==> src/rtl/gf_arith_if.sv <==
// Request/response bundle for the GF(2^M) arithmetic unit.
interface gf_arith_if #(
  parameter int unsigned M = 10
);
  logic         in_valid;
  logic         in_ready;
  logic [1:0]   op;
  logic [M-1:0] a;
  logic [M-1:0] b;
  logic         out_valid;
  logic         out_ready;
  logic [M-1:0] result;
  logic         err;

  // Requester side: issues operands, consumes results.
  modport master (
    output in_valid, op, a, b, out_ready,
    input  in_ready, out_valid, result, err
  );

  // Arithmetic unit side.
  modport slave (
    input  in_valid, op, a, b, out_ready,
    output in_ready, out_valid, result, err
  );
endinterface

==> src/rtl/gf_arith_unit.sv <==
// Sequential GF(2^M) multiply / square / inverse / divide unit.
// Inverse is x^(2^M-2), built by M-1 square-and-multiply steps.
module gf_arith_unit #(
  parameter int unsigned M        = 10,
  parameter logic [M:0]  PRIM_POL = 11'b1_0000001001
) (
  input  logic        clk,
  input  logic        rst_n,
  gf_arith_if.slave   bus
);

  localparam logic [1:0]  OpMul = 2'd0;
  localparam logic [1:0]  OpSqr = 2'd1;
  localparam logic [1:0]  OpInv = 2'd2;
  localparam int unsigned CntW  = $clog2(M);

  typedef enum logic [1:0] {StIdle, StExp, StDone} state_e;

  state_e          state_q, state_d;
  logic [M-1:0]    r_q, r_d;
  logic [M-1:0]    s_q, s_d;
  logic [CntW-1:0] cnt_q, cnt_d;
  logic [M-1:0]    result_q, result_d;
  logic            err_q, err_d;

  // Carry-less product followed by reduction modulo PRIM_POL.
  function automatic logic [M-1:0] gf_mul(input logic [M-1:0] x, input logic [M-1:0] y);
    logic [2*M-2:0] p;
    logic [2*M-2:0] xe;
    logic [2*M-2:0] pe;
    p  = '0;
    xe = {{(M-1){1'b0}}, x};
    pe = {{(M-2){1'b0}}, PRIM_POL};
    for (int i = 0; i < int'(M); i++) begin
      if (y[i]) p = p ^ (xe << i);
    end
    for (int i = 2 * int'(M) - 2; i >= int'(M); i--) begin
      if (p[i]) p = p ^ (pe << (i - int'(M)));
    end
    return p[M-1:0];
  endfunction

  logic [M-1:0] x_op;
  logic [M-1:0] mul_ab;
  logic [M-1:0] sq_x;
  logic [M-1:0] mul_rs;
  logic [M-1:0] sq_s;

  // Operand that gets inverted: a for INV, b for DIV.
  assign x_op   = (bus.op == OpInv) ? bus.a : bus.b;
  assign mul_ab = gf_mul(bus.a, (bus.op == OpSqr) ? bus.a : bus.b);
  assign sq_x   = gf_mul(x_op, x_op);
  assign mul_rs = gf_mul(r_q, s_q);
  assign sq_s   = gf_mul(s_q, s_q);

  assign bus.in_ready  = (state_q == StIdle);
  assign bus.out_valid = (state_q == StDone);
  assign bus.result    = result_q;
  assign bus.err       = err_q;

  // State and datapath registers.
  always_ff @(posedge clk or negedge rst_n) begin
    if (!rst_n) begin
      state_q  <= StIdle;
      r_q      <= '0;
      s_q      <= '0;
      cnt_q    <= '0;
      result_q <= '0;
      err_q    <= 1'b0;
    end else begin
      state_q  <= state_d;
      r_q      <= r_d;
      s_q      <= s_d;
      cnt_q    <= cnt_d;
      result_q <= result_d;
      err_q    <= err_d;
    end
  end

  // Next-state: accept, exponentiation steps, result hand-off.
  always_comb begin
    state_d  = state_q;
    r_d      = r_q;
    s_d      = s_q;
    cnt_d    = cnt_q;
    result_d = result_q;
    err_d    = err_q;
    unique case (state_q)
      StIdle: begin
        if (bus.in_valid) begin
          if (bus.op == OpMul || bus.op == OpSqr) begin
            result_d = mul_ab;
            err_d    = 1'b0;
            state_d  = StDone;
          end else begin
            r_d     = (bus.op == OpInv) ? {{(M-1){1'b0}}, 1'b1} : bus.a;
            s_d     = sq_x;
            cnt_d   = CntW'(M - 1);
            err_d   = (x_op == '0);
            state_d = StExp;
          end
        end
      end
      StExp: begin
        r_d   = mul_rs;
        s_d   = sq_s;
        cnt_d = cnt_q - CntW'(1);
        if (cnt_q == CntW'(1)) begin
          result_d = mul_rs;
          state_d  = StDone;
        end
      end
      StDone: begin
        if (bus.out_ready) state_d = StIdle;
      end
      default: state_d = StIdle;
    endcase
  end

endmodule
==> src/flat_wrapper.sv <==
// flat-port wrapper written by rule: the top's interface ports become plain ports
module gf_arith_unit_flat 
#(
  parameter int unsigned M        = 10,
  parameter logic [M:0]  PRIM_POL = 11'b1_0000001001
)
  (clk, rst_n, bus_in_valid, bus_op, bus_a, bus_b, bus_out_ready, bus_in_ready, bus_out_valid, bus_result, bus_err);
  gf_arith_if #(.M(M)) bus_i ();
  input  logic clk;
  input  logic rst_n;
  input wire logic [$bits(bus_i.in_valid)-1:0] bus_in_valid;
  input wire logic [$bits(bus_i.op)-1:0] bus_op;
  input wire logic [$bits(bus_i.a)-1:0] bus_a;
  input wire logic [$bits(bus_i.b)-1:0] bus_b;
  input wire logic [$bits(bus_i.out_ready)-1:0] bus_out_ready;
  output wire logic [$bits(bus_i.in_ready)-1:0] bus_in_ready;
  output wire logic [$bits(bus_i.out_valid)-1:0] bus_out_valid;
  output wire logic [$bits(bus_i.result)-1:0] bus_result;
  output wire logic [$bits(bus_i.err)-1:0] bus_err;
  assign bus_i.in_valid = bus_in_valid;
  assign bus_i.op = bus_op;
  assign bus_i.a = bus_a;
  assign bus_i.b = bus_b;
  assign bus_i.out_ready = bus_out_ready;
  assign bus_in_ready = bus_i.in_ready;
  assign bus_out_valid = bus_i.out_valid;
  assign bus_result = bus_i.result;
  assign bus_err = bus_i.err;
  gf_arith_unit #(.M(M), .PRIM_POL(PRIM_POL)) u_core (.clk(clk), .rst_n(rst_n), .bus(bus_i));
endmodule
==> config.mk <==
export PLATFORM = sky130hd
export DESIGN_NAME = gf_arith_unit_flat
export DESIGN_NICKNAME = d
export VERILOG_FILES = /design/src/rtl/gf_arith_if.sv /design/src/rtl/gf_arith_unit.sv /design/src/flat_wrapper.sv
export SDC_FILE = /design/constraint.sdc
export NUM_CORES = 1
export LEC_CHECK = 0
export CAP_MARGIN = 5
export CORE_AREA = 2 2 93 95
export CTS_CLUSTER_SIZE = 16
export DETAILED_ROUTE_END_ITERATION = 16
export DIE_AREA = 0 0 95 97
export DONT_BUFFER_PORTS = 1
export PLACE_DENSITY = 0.8
export SLEW_MARGIN = 5
export SYNTH_ARGS = -nofsm -noshare
export SYNTH_HDL_FRONTEND = slang
export SYNTH_SLANG_ARGS = --single-unit
==> constraint.sdc <==
create_clock -name clk -period 2.7 [get_ports clk]
set_input_delay 0.54 -clock clk [delete_from_list [all_inputs] [get_ports clk]]
set_output_delay 0.54 -clock clk [all_outputs]
set_load 0.02 [all_outputs]
==> impl_metrics.tcl <==
set metrics [dict create \
    yosys.area.top_type "xnor2_1" \
    r2r-end "u_core.r_q[3]$_DFFE_PN0P_" \
    synth_area_leaders "xnor2_1, dfrtp_1, nand2_1, xor2_1, a21oi_1" \
    tightest_slew_ns 0.674 \
    cts_hold_buf 1 \
    p_per_area_nw_per_um2 1570 \
    synthCells 752 \
    port_buffers 0 \
    rr_worst_depth 8 \
    first_pass_iters 5 \
    critPathTopFamily "XOR/XNOR gates" \
    wl_mm 14.4 \
    syn_area_sq_um 5250 \
    die_w_um 95 \
    grt_pass1_wl_mm 23.8 \
    final_nets 728 \
    finalSetupViolCount 0 \
    path_cells "xor2_1 > nand2_1 > xor2_1 > xnor2_2 > xnor2_4 > xnor2_2 > a221oi_2 > nor2_1" \
    netlist.area_leader.share_pct 22.3 \
    synth_seq_cells 37 \
    gp_congestion 0.933 \
    coreArea_sq_um 8130 \
    initial_core_util_pct 64.6 \
    synth_nets 780 \
    cts_tree "built" \
    drt-wirelength-per-cell_um 17.9 \
    yosys_warnings 0 \
    crit_fanout 15 \
    maxCapViolations 0 \
    layout_min_cycle_time_ns 2.38 \
    grt_pass1_vias 4768 \
    critPathLaunchType "flip-flop" \
    post-cts-setup-buffer-count 0 \
    status "finished, final reports clean" \
    antenna_found_initial 0 \
    path_buf_inv 0 \
    hold_viol 0 \
    cts-root-buf "clkbuf_8" \
    slowest_delay_ns 0.70 \
    grt_overflow 0 \
    synth-seq-area-share_pct 17.6 \
    timing_worst_setup_path_type "reg -> reg" \
    hpwl_mm 9.95 \
    drive_above_1_share_pct 5.57 \
    cts.sinks 37 \
    n_antenna_cell 0 \
    die_h_um 97 \
    drc 0 \
    clock_latency_ns 0.30 \
    cts_buffer_depth 2 \
    crit_required_ns 2.88 \
    area_growth_syn_to_layout_pct -0.738 \
    synth_edf_count 0 \
    tns_ns 0 \
    grt_max_degree 38 \
    vias_per_cell 6.12 \
    slew_violations 0 \
    die_area_sq_um 9220 \
    hp-class "in -> async" \
    cp.arrival_ns 2.56 \
    synth_flop_cell "dfrtp_1" \
    finalCritPeriodShare_pct 88.3 \
    rsz0062_at_grt "false" \
    p_leak_nw 2.06 \
    rows 33 \
    clock_skew_ns 0.0158 \
    cts_made_buffers 5 \
    async_flop_share_pct 100 \
    grt_usage_pct 32.4 \
    vias 4926 \
    ant_nets 0 \
    synth.distinct_cells 54 \
    drt_iter0_markers 486 \
    utilization_pct 64.1 \
    fillerInstances 738 \
    reg2reg_slack_ns 0.32 \
    crit_path_end_kind "flip-flop" \
    slew_headroom_pct 55.1 \
    fmax_ghz 0.420 \
    slowest_stage "dfrtp_1" \
    clk_pin_slew_ns 0.09 \
    htree_levels 2 \
    synth.avg_cell_area_sq_um 6.98 \
    ctsResizeCount 0 \
    vdd_drop_max_mv 1.12 \
    ios 39 \
    r2r_start "u_core.s_q[9]$_DFFE_PN0P_" \
]
## layer usage
| layer | GRT usage [%] | wire, um | vias to the layer above |
|---|---|---|---|
| li1 | - | - | 2302 |
| met1 | 42.1 | 5870 | 2309 |
| met2 | 53.2 | 6940 | 259 |
| met3 | 4.21 | 1070 | 56 |
| met4 | 13.8 | 498 | 0 |
| met5 | 0 | 0 | - |
## layout make-up
class	instances	area [sq um]	share of cell area [%]
Clock buffer	5	68.8	1.32
Clock inverter	2	35.0	0.672
Inverter	5	18.8	0.360
Multi-Input combinational cell	638	3920	75.3
Sequential cell	37	926	17.8
Tap cell	105	131	2.52
Timing Repair Buffer	13	110	2.11
## registers in the layout, summed over array words and instances (netlist names)
name               count
u_core.bus.result     10
u_core.r_q            10
u_core.s_q            10
u_core.cnt_q           4
u_core.state_q         2
u_core.bus.err         1
## stage by stage
step	hold WS (ns)	cells	power (mW)	setup WS (ns)	instance area, sq um
detailed placement	0.245	797	7.58	0.382	5090
floorplan	0.244	752	6.58	0.529	5250
CTS	0.0805	805	8.14	0.351	5210
global route	0.0778	805	8.86	0.119	5210
finish	0.0636	805	8.20	0.316	5210
global placement	0.245	797	7.44	0.373	5090
## cell usage after synthesis (5+ instances only)
cell,n
a211oi_1,5
a21oi_1,34
a22oi_1,7
a31oi_1,11
buf_2,34
buf_4,9
buf_6,5
clkbuf_1,22
dfrtp_1,37
inv_1,5
mux2i_1,10
nand2_1,227
nand2b_1,5
nand3_1,9
nor2_1,44
o21ai_0,28
o21ai_1,15
o22ai_1,5
xnor2_1,134
xnor2_2,7
xor2_1,50
## how the worst max path moves through the flow
stage | slack (ns) | end | startpoint | cells past startpoint
floorplan | 0.53 | u_core.bus.result[3]$_DFFE_PN0P_ | bus_a[9] | 10
global placement | 0.37 | u_core.r_q[3]$_DFFE_PN0P_ | u_core.s_q[9]$_DFFE_PN0P_ | 8
detailed placement | 0.38 | u_core.r_q[3]$_DFFE_PN0P_ | u_core.s_q[9]$_DFFE_PN0P_ | 8
CTS | 0.35 | u_core.r_q[3]$_DFFE_PN0P_ | u_core.s_q[9]$_DFFE_PN0P_ | 8
global route | 0.12 | u_core.bus.result[0]$_DFFE_PN0P_ | u_core.s_q[9]$_DFFE_PN0P_ | 9
finish | 0.32 | u_core.r_q[3]$_DFFE_PN0P_ | u_core.s_q[9]$_DFFE_PN0P_ | 8
## logic make-up after synthesis
group,Yosys count,share of synthesized area [%]
and+or+nand+nor,309,23.9
xor gates and xnor gates,194,34.1
AOI/OAI and AO/OA,121,13.9
buffers and inverters,77,7.67
DFF,37,17.6
muxes,12,2.33
adders and majority gates,2,0.476
## power by group
part | switching (mW) | internal, mW
registers | 0.752 | 0.824
logic | 3.26 | 2.88
clock network | 0.215 | 0.269
## worst register-to-register path: cells and delay by family (launching register included)
family,cells,cell delay [ns]
AO/OA/AOI/OAI,1,0.28
XOR/XNOR,5,1.11
flip-flops,1,0.70
AND/OR/NAND/NOR,2,0.17
## placed cells by master, fill, tap and decap left out, drive strengths merged, types with 2 or more instances in the layout
| master | instances |
|---|---|
| buf | 13 |
| a21boi | 3 |
| and2 | 2 |
| nor2 | 44 |
| a21oi | 34 |
| a22oi | 8 |
| nand2 | 230 |
| clkbuf | 5 |
| mux2 | 2 |
| a221oi | 3 |
| inv | 5 |
| or2 | 2 |
| nand4 | 2 |
| nand2b | 5 |
| ha | 2 |
| nor4 | 3 |
| o221ai | 2 |
| a31oi | 11 |
| o22ai | 5 |
| xnor2 | 142 |
| nand3 | 9 |
| dfrtp | 37 |
| and3 | 3 |
| o21ai | 43 |
| nor2b | 2 |
| xor2 | 51 |
| and4 | 2 |
| mux2i | 10 |
| a211oi | 5 |
Note: power is estimated with default switching activity, not from simulation.
